[config.mk]
export PLATFORM = sky130hd
export DESIGN_NAME = camera_pixel_assembler
export DESIGN_NICKNAME = d
export VERILOG_FILES = /design/src/rtl/camera_pkg.sv /design/src/rtl/sync_chain.sv /design/src/rtl/camera_pixel_assembler.sv
export SDC_FILE = /design/constraint.sdc
export NUM_CORES = 1
export LEC_CHECK = 0
export CAP_MARGIN = 30
export CORE_ASPECT_RATIO = 0.9
export CORE_UTILIZATION = 60
export CTS_CLUSTER_SIZE = 30
export DETAILED_ROUTE_END_ITERATION = 6
export GPL_ROUTABILITY_DRIVEN = 0
export PLACE_DENSITY_LB_ADDON = 0.1
export SLEW_MARGIN = 5
export SYNTH_ARGS = -nofsm -noshare
export SYNTH_HDL_FRONTEND = slang
export SYNTH_SLANG_ARGS = --single-unit
[constraint.sdc]
create_clock -name clk_in -period 5.6 [get_ports clk_in]
set_clock_uncertainty 0.05 [all_clocks]
set_input_delay 0.56 -clock clk_in [delete_from_list [all_inputs] [get_ports clk_in]]
set_output_delay 0.56 -clock clk_in [all_outputs]
set_load 0.005 [all_outputs]
[src/rtl/camera_pkg.sv]
// Shared types and limits for the camera pixel assembler.
package camera_pkg;

    typedef enum logic {
        WAIT_FRAME = 1'b0,
        ACTIVE     = 1'b1
    } state_t;

    localparam int MAX_BYTES_PER_PIXEL = 3;

endpackage

[src/rtl/sync_chain.sv]
// Parametrised multi-flop synchronizer; every bit of the bus sees the same
// depth so bundled signals stay mutually aligned.
module sync_chain #(
    parameter int WIDTH = 1,
    parameter int DEPTH = 2
) (
    input  logic             clk_in,
    input  logic             rst_in,
    input  logic [WIDTH-1:0] data,
    output logic [WIDTH-1:0] synced
);

    genvar gi;
    for (gi = 0; gi < DEPTH; gi++) begin : g_stage
        logic [WIDTH-1:0] q_reg;
        if (gi == 0) begin : g_first
            always_ff @(posedge clk_in) begin
                if (rst_in) q_reg <= '0;
                else        q_reg <= data;
            end
        end else begin : g_next
            always_ff @(posedge clk_in) begin
                if (rst_in) q_reg <= '0;
                else        q_reg <= g_stage[gi-1].q_reg;
            end
        end
    end

    assign synced = g_stage[DEPTH-1].q_reg;

endmodule

[src/rtl/camera_pixel_assembler.sv]
// Samples a DVP camera bus in the system clock domain and assembles 1-3 bytes
// per pixel, tagging each pixel with line/pixel coordinates and frame flags.
module camera_pixel_assembler
    import camera_pkg::*;
#(
    parameter int BYTES_PER_PIXEL   = 2,
    parameter int HCOUNT_WIDTH      = 11,
    parameter int VCOUNT_WIDTH      = 10,
    parameter int SYNC_STAGES       = 2,
    parameter int FRAME_COUNT_WIDTH = 8
) (
    input  logic                         clk_in,
    input  logic                         rst_in,
    input  logic                         camera_pclk_in,
    input  logic                         camera_hs_in,
    input  logic                         camera_vs_in,
    input  logic [7:0]                   camera_data_in,
    input  logic                         swap_bytes_in,
    output logic                         pixel_valid_out,
    output logic [HCOUNT_WIDTH-1:0]      pixel_hcount_out,
    output logic [VCOUNT_WIDTH-1:0]      pixel_vcount_out,
    output logic [8*BYTES_PER_PIXEL-1:0] pixel_data_out,
    output logic                         frame_start_out,
    output logic                         line_error_out,
    output logic [FRAME_COUNT_WIDTH-1:0] frame_count_out
);

    localparam int PIX_W    = 8 * BYTES_PER_PIXEL;
    localparam int CNT_W    = $clog2(MAX_BYTES_PER_PIXEL);
    localparam int SLOTS    = (BYTES_PER_PIXEL > 1) ? BYTES_PER_PIXEL - 1 : 1;
    localparam int SETTLE_W = $clog2(SYNC_STAGES + 1);

    logic [10:0] sync_bus;
    logic        pclk_s, hs_s, vs_s;
    logic [7:0]  data_s;

    sync_chain #(
        .WIDTH (11),
        .DEPTH (SYNC_STAGES)
    ) u_sync (
        .clk_in (clk_in),
        .rst_in (rst_in),
        .data   ({camera_pclk_in, camera_hs_in, camera_vs_in, camera_data_in}),
        .synced (sync_bus)
    );

    assign {pclk_s, hs_s, vs_s, data_s} = sync_bus;

    // Edge-detect stage: registered events feed the FSM one cycle later.
    logic                pclk_prev_reg, hs_prev_reg, vs_prev_reg;
    logic                sample_ev_reg, hs_rise_ev_reg, hs_fall_ev_reg;
    logic                vs_rise_ev_reg, vs_fall_ev_reg;
    logic [7:0]          data_ev_reg;
    logic [SETTLE_W-1:0] settle_cnt_reg;
    logic                armed_reg;
    logic                settle_done;

    assign settle_done = (settle_cnt_reg == SETTLE_W'(SYNC_STAGES));

    // A vs rise only counts once vs has been seen low after the chain refilled,
    // so a frame already in progress when reset drops is skipped entirely.
    always_ff @(posedge clk_in) begin
        if (rst_in) begin
            pclk_prev_reg  <= 1'b0;
            hs_prev_reg    <= 1'b0;
            vs_prev_reg    <= 1'b0;
            sample_ev_reg  <= 1'b0;
            hs_rise_ev_reg <= 1'b0;
            hs_fall_ev_reg <= 1'b0;
            vs_rise_ev_reg <= 1'b0;
            vs_fall_ev_reg <= 1'b0;
            data_ev_reg    <= '0;
            settle_cnt_reg <= '0;
            armed_reg      <= 1'b0;
        end else begin
            pclk_prev_reg  <= pclk_s;
            hs_prev_reg    <= hs_s;
            vs_prev_reg    <= vs_s;
            sample_ev_reg  <= pclk_s & ~pclk_prev_reg & hs_s & vs_s;
            hs_rise_ev_reg <= hs_s & ~hs_prev_reg;
            hs_fall_ev_reg <= ~hs_s & hs_prev_reg;
            vs_rise_ev_reg <= vs_s & ~vs_prev_reg & armed_reg;
            vs_fall_ev_reg <= ~vs_s & vs_prev_reg;
            data_ev_reg    <= data_s;
            if (!settle_done) settle_cnt_reg <= settle_cnt_reg + 1'b1;
            if (settle_done && !vs_s) armed_reg <= 1'b1;
        end
    end

    // Byte assembly: earlier bytes come from slots, the completing one is live.
    logic [7:0]       slot_reg [SLOTS];
    logic [PIX_W-1:0] pix_msb_first, pix_lsb_first;

    genvar gi;
    for (gi = 0; gi < BYTES_PER_PIXEL; gi++) begin : g_bytes
        logic [7:0] byte_val;
        if (gi == BYTES_PER_PIXEL - 1) begin : g_last
            assign byte_val = data_ev_reg;
        end else begin : g_slot
            assign byte_val = slot_reg[gi];
        end
        assign pix_msb_first[8*(BYTES_PER_PIXEL-1-gi) +: 8] = byte_val;
        assign pix_lsb_first[8*gi +: 8]                    = byte_val;
    end

    state_t                       state_reg;
    logic                         swap_reg, first_pending_reg, line_has_pix_reg;
    logic [CNT_W-1:0]             byte_cnt_reg, byte_cnt_eff;
    logic [HCOUNT_WIDTH-1:0]      hcount_reg, hcount_eff;
    logic [VCOUNT_WIDTH-1:0]      vcount_reg;
    logic [FRAME_COUNT_WIDTH-1:0] frame_cnt_reg;
    logic                         emit_reg, start_reg, err_reg;
    logic [PIX_W-1:0]             pix_data_reg;
    logic [HCOUNT_WIDTH-1:0]      pix_h_reg;
    logic [VCOUNT_WIDTH-1:0]      pix_v_reg;

    // A sample landing with the hs rise belongs to the new line.
    assign byte_cnt_eff = hs_rise_ev_reg ? '0 : byte_cnt_reg;
    assign hcount_eff   = hs_rise_ev_reg ? '0 : hcount_reg;

    always_ff @(posedge clk_in) begin
        if (rst_in) begin
            state_reg         <= WAIT_FRAME;
            swap_reg          <= 1'b0;
            first_pending_reg <= 1'b0;
            line_has_pix_reg  <= 1'b0;
            byte_cnt_reg      <= '0;
            hcount_reg        <= '0;
            vcount_reg        <= '0;
            frame_cnt_reg     <= '0;
            emit_reg          <= 1'b0;
            start_reg         <= 1'b0;
            err_reg           <= 1'b0;
            pix_data_reg      <= '0;
            pix_h_reg         <= '0;
            pix_v_reg         <= '0;
            for (int i = 0; i < SLOTS; i++) slot_reg[i] <= '0;
        end else begin
            emit_reg  <= 1'b0;
            start_reg <= 1'b0;
            err_reg   <= 1'b0;
            case (state_reg)
                WAIT_FRAME: begin
                    if (vs_rise_ev_reg) begin
                        state_reg         <= ACTIVE;
                        swap_reg          <= swap_bytes_in;
                        hcount_reg        <= '0;
                        vcount_reg        <= '0;
                        byte_cnt_reg      <= '0;
                        first_pending_reg <= 1'b1;
                        line_has_pix_reg  <= 1'b0;
                        frame_cnt_reg     <= frame_cnt_reg + 1'b1;
                    end
                end
                ACTIVE: begin
                    if (vs_fall_ev_reg) begin
                        state_reg    <= WAIT_FRAME;
                        byte_cnt_reg <= '0;
                    end else begin
                        if (hs_rise_ev_reg) begin
                            byte_cnt_reg     <= '0;
                            hcount_reg       <= '0;
                            line_has_pix_reg <= 1'b0;
                        end
                        if (hs_fall_ev_reg) begin
                            if (byte_cnt_reg != '0) err_reg <= 1'b1;
                            byte_cnt_reg <= '0;
                            if (line_has_pix_reg && vcount_reg != '1)
                                vcount_reg <= vcount_reg + 1'b1;
                        end
                        if (sample_ev_reg) begin
                            if (byte_cnt_eff == CNT_W'(BYTES_PER_PIXEL - 1)) begin
                                emit_reg          <= 1'b1;
                                pix_data_reg      <= swap_reg ? pix_lsb_first : pix_msb_first;
                                pix_h_reg         <= hcount_eff;
                                pix_v_reg         <= vcount_reg;
                                start_reg         <= first_pending_reg;
                                first_pending_reg <= 1'b0;
                                line_has_pix_reg  <= 1'b1;
                                byte_cnt_reg      <= '0;
                                hcount_reg        <= (hcount_eff == '1) ? hcount_eff
                                                                        : hcount_eff + 1'b1;
                            end else begin
                                for (int i = 0; i < SLOTS; i++)
                                    if (byte_cnt_eff == CNT_W'(i)) slot_reg[i] <= data_ev_reg;
                                byte_cnt_reg <= byte_cnt_eff + 1'b1;
                            end
                        end
                    end
                end
                default: state_reg <= WAIT_FRAME;
            endcase
        end
    end

    // Output stage: strobes are single-cycle, pixel fields hold between strobes.
    always_ff @(posedge clk_in) begin
        if (rst_in) begin
            pixel_valid_out  <= 1'b0;
            frame_start_out  <= 1'b0;
            line_error_out   <= 1'b0;
            pixel_data_out   <= '0;
            pixel_hcount_out <= '0;
            pixel_vcount_out <= '0;
        end else begin
            pixel_valid_out <= emit_reg;
            frame_start_out <= start_reg;
            line_error_out  <= err_reg;
            if (emit_reg) begin
                pixel_data_out   <= pix_data_reg;
                pixel_hcount_out <= pix_h_reg;
                pixel_vcount_out <= pix_v_reg;
            end
        end
    end

    assign frame_count_out = frame_cnt_reg;

endmodule
==> impl_table.tex <==
\begin{tabular}{lr}
\hline
Metric & Value \\
\hline
\multicolumn{2}{l}{\textbf{Clock tree}} \\
\quad Clock edge transition at the registers on the reported setup and hold paths & 0.06 ns \\
\quad TritonCTS Buffers & 17 \\
\quad Cts-stage hold buffer count & 0 \\
\quad Resize count post-CTS & 0 \\
\quad Longest Clk Path Bufs & 2 \\
\quad Sinks on the clock net & 164 \\
\quad H-tree levels & 4 \\
\quad Clock insertion delay at the later pin of the skew report & 0.42 ns \\
\quad Setup Fix Bufs, Post-CTS & 0 \\
\quad TritonCTS clock tree & yes \\
\quad Root cell of the clock tree & sky130\_fd\_sc\_hd\_\_clkbuf\_16 \\
\multicolumn{2}{l}{\textbf{Synthesis}} \\
\quad Synth warnings & 0 \\
\quad Syn\_area\_per\_cell & 9.85 um\^{}2 \\
\quad Number of enable-type register cells in the synthesized netlist & 8 \\
\quad Async S/R FF share, synth & 0\% \\
\quad Post-synthesis instance area & 6100 um\^{}2 \\
\quad Sequential fraction of the synthesis area & 55.2\% \\
\quad Synthesized Nets & 637 \\
\quad Primary FF master, synth & sky130\_fd\_sc\_hd\_\_dfxtp\_1 \\
\quad Number of distinct standard cells referenced by the synthesized netlist & 54 \\
\quad Cells after synthesis & 619 \\
\quad Register bit total from synthesis & 164 \\
\multicolumn{2}{l}{\textbf{Placed design}} \\
\quad Cell Count Post-Placement & 772 \\
\quad Detailed-placement wirelength estimate & 7450 um \\
\quad Number of buffers inserted by port buffering & 61 \\
\quad Total cell area at the placement stage & 6730 um\^{}2 \\
\multicolumn{2}{l}{\textbf{STA}} \\
\quad Unrepaired setup endpoints after global routing & false \\
\quad Final setup violation count & 0 \\
\quad Final number of hold-violating endpoints & 0 \\
\quad Final Slew Violations & 0 \\
\quad Max Clk Rate & 395 MHz \\
\quad Max\_slew headroom & 33.0\% \\
\quad Final Hold Slack & 0.334 ns \\
\quad Final min period & 2.53 ns \\
\quad Share of the clock period used by the worst path & 45.2\% \\
\quad Post-Route Setup TNS & 0 ns \\
\quad Transition time of the tightest slew-check pin & 1.01 ns \\
\multicolumn{2}{l}{\textbf{Detailed routing}} \\
\quad Via count & 4547 \\
\quad Total routed wirelength & 11600 um \\
\quad Number of detailed-route iterations in the first pass & 6 \\
\quad Post-DRT Antenna Nets & 0 \\
\quad Initial detailed-routing violation count & 421 \\
\quad Post-route DRC & 0 \\
\quad Average wire per standard cell & 14.4 um \\
\quad Number of vias per cell after detailed routing & 5.65 \\
\multicolumn{2}{l}{\textbf{Pwr}} \\
\quad Peak ir drop on the vdd network & 0.353 mV \\
\quad Total Power & 2.50 mW \\
\quad PwrDens & 338 nW/um\^{}2 \\
\quad Leakage power summed over all cells & 2.53 nW \\
\multicolumn{2}{l}{\textbf{Global routing}} \\
\quad Initial antenna violation count & 0 \\
\quad Global-route usage over all layers & 23.6\% \\
\quad Vias in the first global route & 4249 \\
\quad Remaining global-route overflow & 0 \\
\quad First-pass GRT wire length & 19400 um \\
\quad Pin count of the biggest net entering global routing & 105 \\
\multicolumn{2}{l}{\textbf{Critical path}} \\
\quad Series of cell instances along the critical path & nor2b\_1 -> ha\_1 -> nand3\_1 -> o21ai\_2 -> or4\_1 -> nand3\_1 \\
\quad Slowest cell on crit path & sky130\_fd\_sc\_hd\_\_dfxtp\_1 \\
\quad Top cell by count, worst path & sky130\_fd\_sc\_hd\_\_nand3\_1 \\
\quad Endpoint class of the critical path & flip-flop \\
\quad CP arrival & 2.84 ns \\
\quad Largest fanout of any net on the critical path & 28 \\
\quad Category of the most critical setup path & reg -> reg \\
\quad Worst flop-to-flop path endpoint & hcount\_reg[3] \\
\quad R2r startpoint & hs\_rise\_ev\_reg \\
\quad Worst reg-to-reg setup slack & 3.07 ns \\
\quad Category of the worst setup path launch point & flip-flop \\
\quad Required @ worst endpoint & 5.90 ns \\
\quad Worst reg2reg path depth & 6 \\
\quad Max stage delay on crit path & 0.89 ns \\
\multicolumn{2}{l}{\textbf{Floorplanning}} \\
\quad Die height & 97.6 um \\
\quad Die footprint & 10600 um\^{}2 \\
\quad Floorplan die width & 108 um \\
\quad Cell row count & 34 \\
\quad Area of the core region & 9780 um\^{}2 \\
\quad Initial cell density of the core & 62.3\% \\
\quad Top-level port count & 62 \\
\multicolumn{2}{l}{\textbf{Layout}} \\
\quad Diode insertion count for antenna repair & 0 \\
\quad Fraction of layout instances using a drive strength above 1 & 6.48\% \\
\quad Signed area change from the synthesized netlist to the final layout & 21.2\% \\
\quad Final nets & 684 \\
\quad Layout Cell Area excl Fill & 7390 um\^{}2 \\
\quad Finished Layout Cells & 805 \\
\multicolumn{2}{l}{\textbf{Hold path}} \\
\quad HP Class & reg -> reg \\
\quad WHS Path Cells & 1 \\
\quad Startpoint of the lowest-slack hold path & pclk\_prev\_reg \\
\quad End point of the most critical hold path & sample\_ev\_reg \\
\multicolumn{2}{l}{\textbf{Status}} \\
\quad Status & complete, no violations \\
\multicolumn{2}{l}{\textbf{Run}} \\
\quad Number of maximum-capacitance violations & 0 \\
\hline
\end{tabular}
-- layer usage --
layer	vias to the layer above	GRT usage [%]	share of wire, %	routed length, um
li1	2231	-	-	-
met1	2129	29.7	46	5290
met2	155	36.5	46	5360
met3	32	7.11	5.4	629
met4	0	11.5	2.6	300
met5	-	0	0	0
-- worst max path at each step --
stage / startpoint / endpoint / slack (ns) / depth (start not counted)
2_1_floorplan: hs_rise_ev_reg / hcount_reg[3] / 3.66 / 8
5_1_grt: hs_rise_ev_reg / hcount_reg[3] / 2.91 / 6
6_report: hs_rise_ev_reg / hcount_reg[3] / 3.07 / 6
4_1_cts: hs_rise_ev_reg / hcount_reg[3] / 3.13 / 6
3_5_place_dp: hs_rise_ev_reg / hcount_reg[3] / 3.12 / 6
3_3_place_gp: rst_in / vcount_reg[5] / 3.24 / 4
-- synthesized netlist by cell type, types with 2 or more instances --
library cell / instances / share of area, %
sky130_fd_sc_hd__a211oi_1: 19 / 2.3
sky130_fd_sc_hd__a21o_1: 2 / 0.25
sky130_fd_sc_hd__a21oi_1: 37 / 3.0
sky130_fd_sc_hd__and2_1: 10 / 1.0
sky130_fd_sc_hd__and2b_1: 2 / 0.25
sky130_fd_sc_hd__and3_1: 3 / 0.31
sky130_fd_sc_hd__and4_1: 2 / 0.29
sky130_fd_sc_hd__and4b_1: 2 / 0.33
sky130_fd_sc_hd__buf_1: 6 / 0.37
sky130_fd_sc_hd__buf_2: 9 / 0.74
sky130_fd_sc_hd__buf_4: 2 / 0.25
sky130_fd_sc_hd__clkbuf_1: 19 / 1.2
sky130_fd_sc_hd__dfxtp_1: 156 / 51
sky130_fd_sc_hd__edfxtp_1: 8 / 3.9
sky130_fd_sc_hd__ha_1: 4 / 0.82
sky130_fd_sc_hd__inv_1: 4 / 0.25
sky130_fd_sc_hd__mux2i_1: 56 / 9.2
sky130_fd_sc_hd__nand2_1: 51 / 3.1
sky130_fd_sc_hd__nand2b_1: 8 / 0.82
sky130_fd_sc_hd__nand3_1: 12 / 0.99
sky130_fd_sc_hd__nand3b_1: 4 / 0.49
sky130_fd_sc_hd__nand4_1: 8 / 0.82
sky130_fd_sc_hd__nor2_1: 88 / 5.4
sky130_fd_sc_hd__nor2b_1: 40 / 4.1
sky130_fd_sc_hd__nor3_1: 4 / 0.33
sky130_fd_sc_hd__nor3b_1: 6 / 0.74
sky130_fd_sc_hd__nor4_1: 4 / 0.41
sky130_fd_sc_hd__nor4b_1: 2 / 0.29
sky130_fd_sc_hd__o2111ai_1: 2 / 0.29
sky130_fd_sc_hd__o211ai_1: 3 / 0.37
sky130_fd_sc_hd__o21ai_0: 8 / 0.66
sky130_fd_sc_hd__or3_1: 4 / 0.41
sky130_fd_sc_hd__or4_1: 2 / 0.25
sky130_fd_sc_hd__xnor2_1: 3 / 0.43
sky130_fd_sc_hd__xor2_1: 10 / 1.4
-- through the flow --
step / worst slack, ns / utilization (%)
after floorplan: 3.66 / -
after global placement: 3.24 / 68.6
after detailed placement: 3.12 / 68.8
after CTS: 3.13 / 75.3
after global routing: 2.91 / 75.5
final: 3.07 / 75.5
-- worst max-delay path, delay by kind of cell, from the launching register on --
kind                     cells  cell delay (ns)
AND/OR/NAND/NOR              4             1.07
flip-flops                   1             0.89
adder cells (fa/ha/maj)      1             0.31
AO/OA/AOI/OAI                1             0.16
-- cell families after synthesis --
kind of cell | synth area share, %
mux | 9.19
flops | 55.2
fa+ha+maj | 0.821
xor+xnor | 1.87
buf+inv | 2.95
simple gates | 21.5
compound gates | 8.54
-- layout make-up --
class | instances | area (um^2)
Multi-Input combinational cell | 414 | 2550
Sequential cell | 164 | 3360
Inverter | 4 | 15.0
Fill cell | 707 | 2390
Tap cell | 126 | 158
Clock buffer | 17 | 425
Timing Repair Buffer | 65 | 671
Clock inverter | 15 | 204
-- report_power, final --
| group | internal, mW | switching [mW] | total (mW) |
|---|---|---|---|
| clock | 0.749 | 0.466 | 1.21 |
| sequential | 1.20 | 0.0117 | 1.21 |
| combinational | 0.0333 | 0.0411 | 0.0744 |
-- layout by cell type (no fill, tap or decap), drive strengths merged, types with 6 or more instances in the layout --
cell / instances
dfxtp: 156
and2: 10
clkdlybuf4s50: 60
xor2: 10
nand2: 52
inv: 7
nand4: 8
edfxtp: 8
a211oi: 19
nand2b: 8
nand3: 12
clkbuf: 17
a21oi: 37
nor3b: 6
nor2b: 40
mux2i: 56
nor2: 89
o21ai: 10
Power figures use the tool's default switching activity.
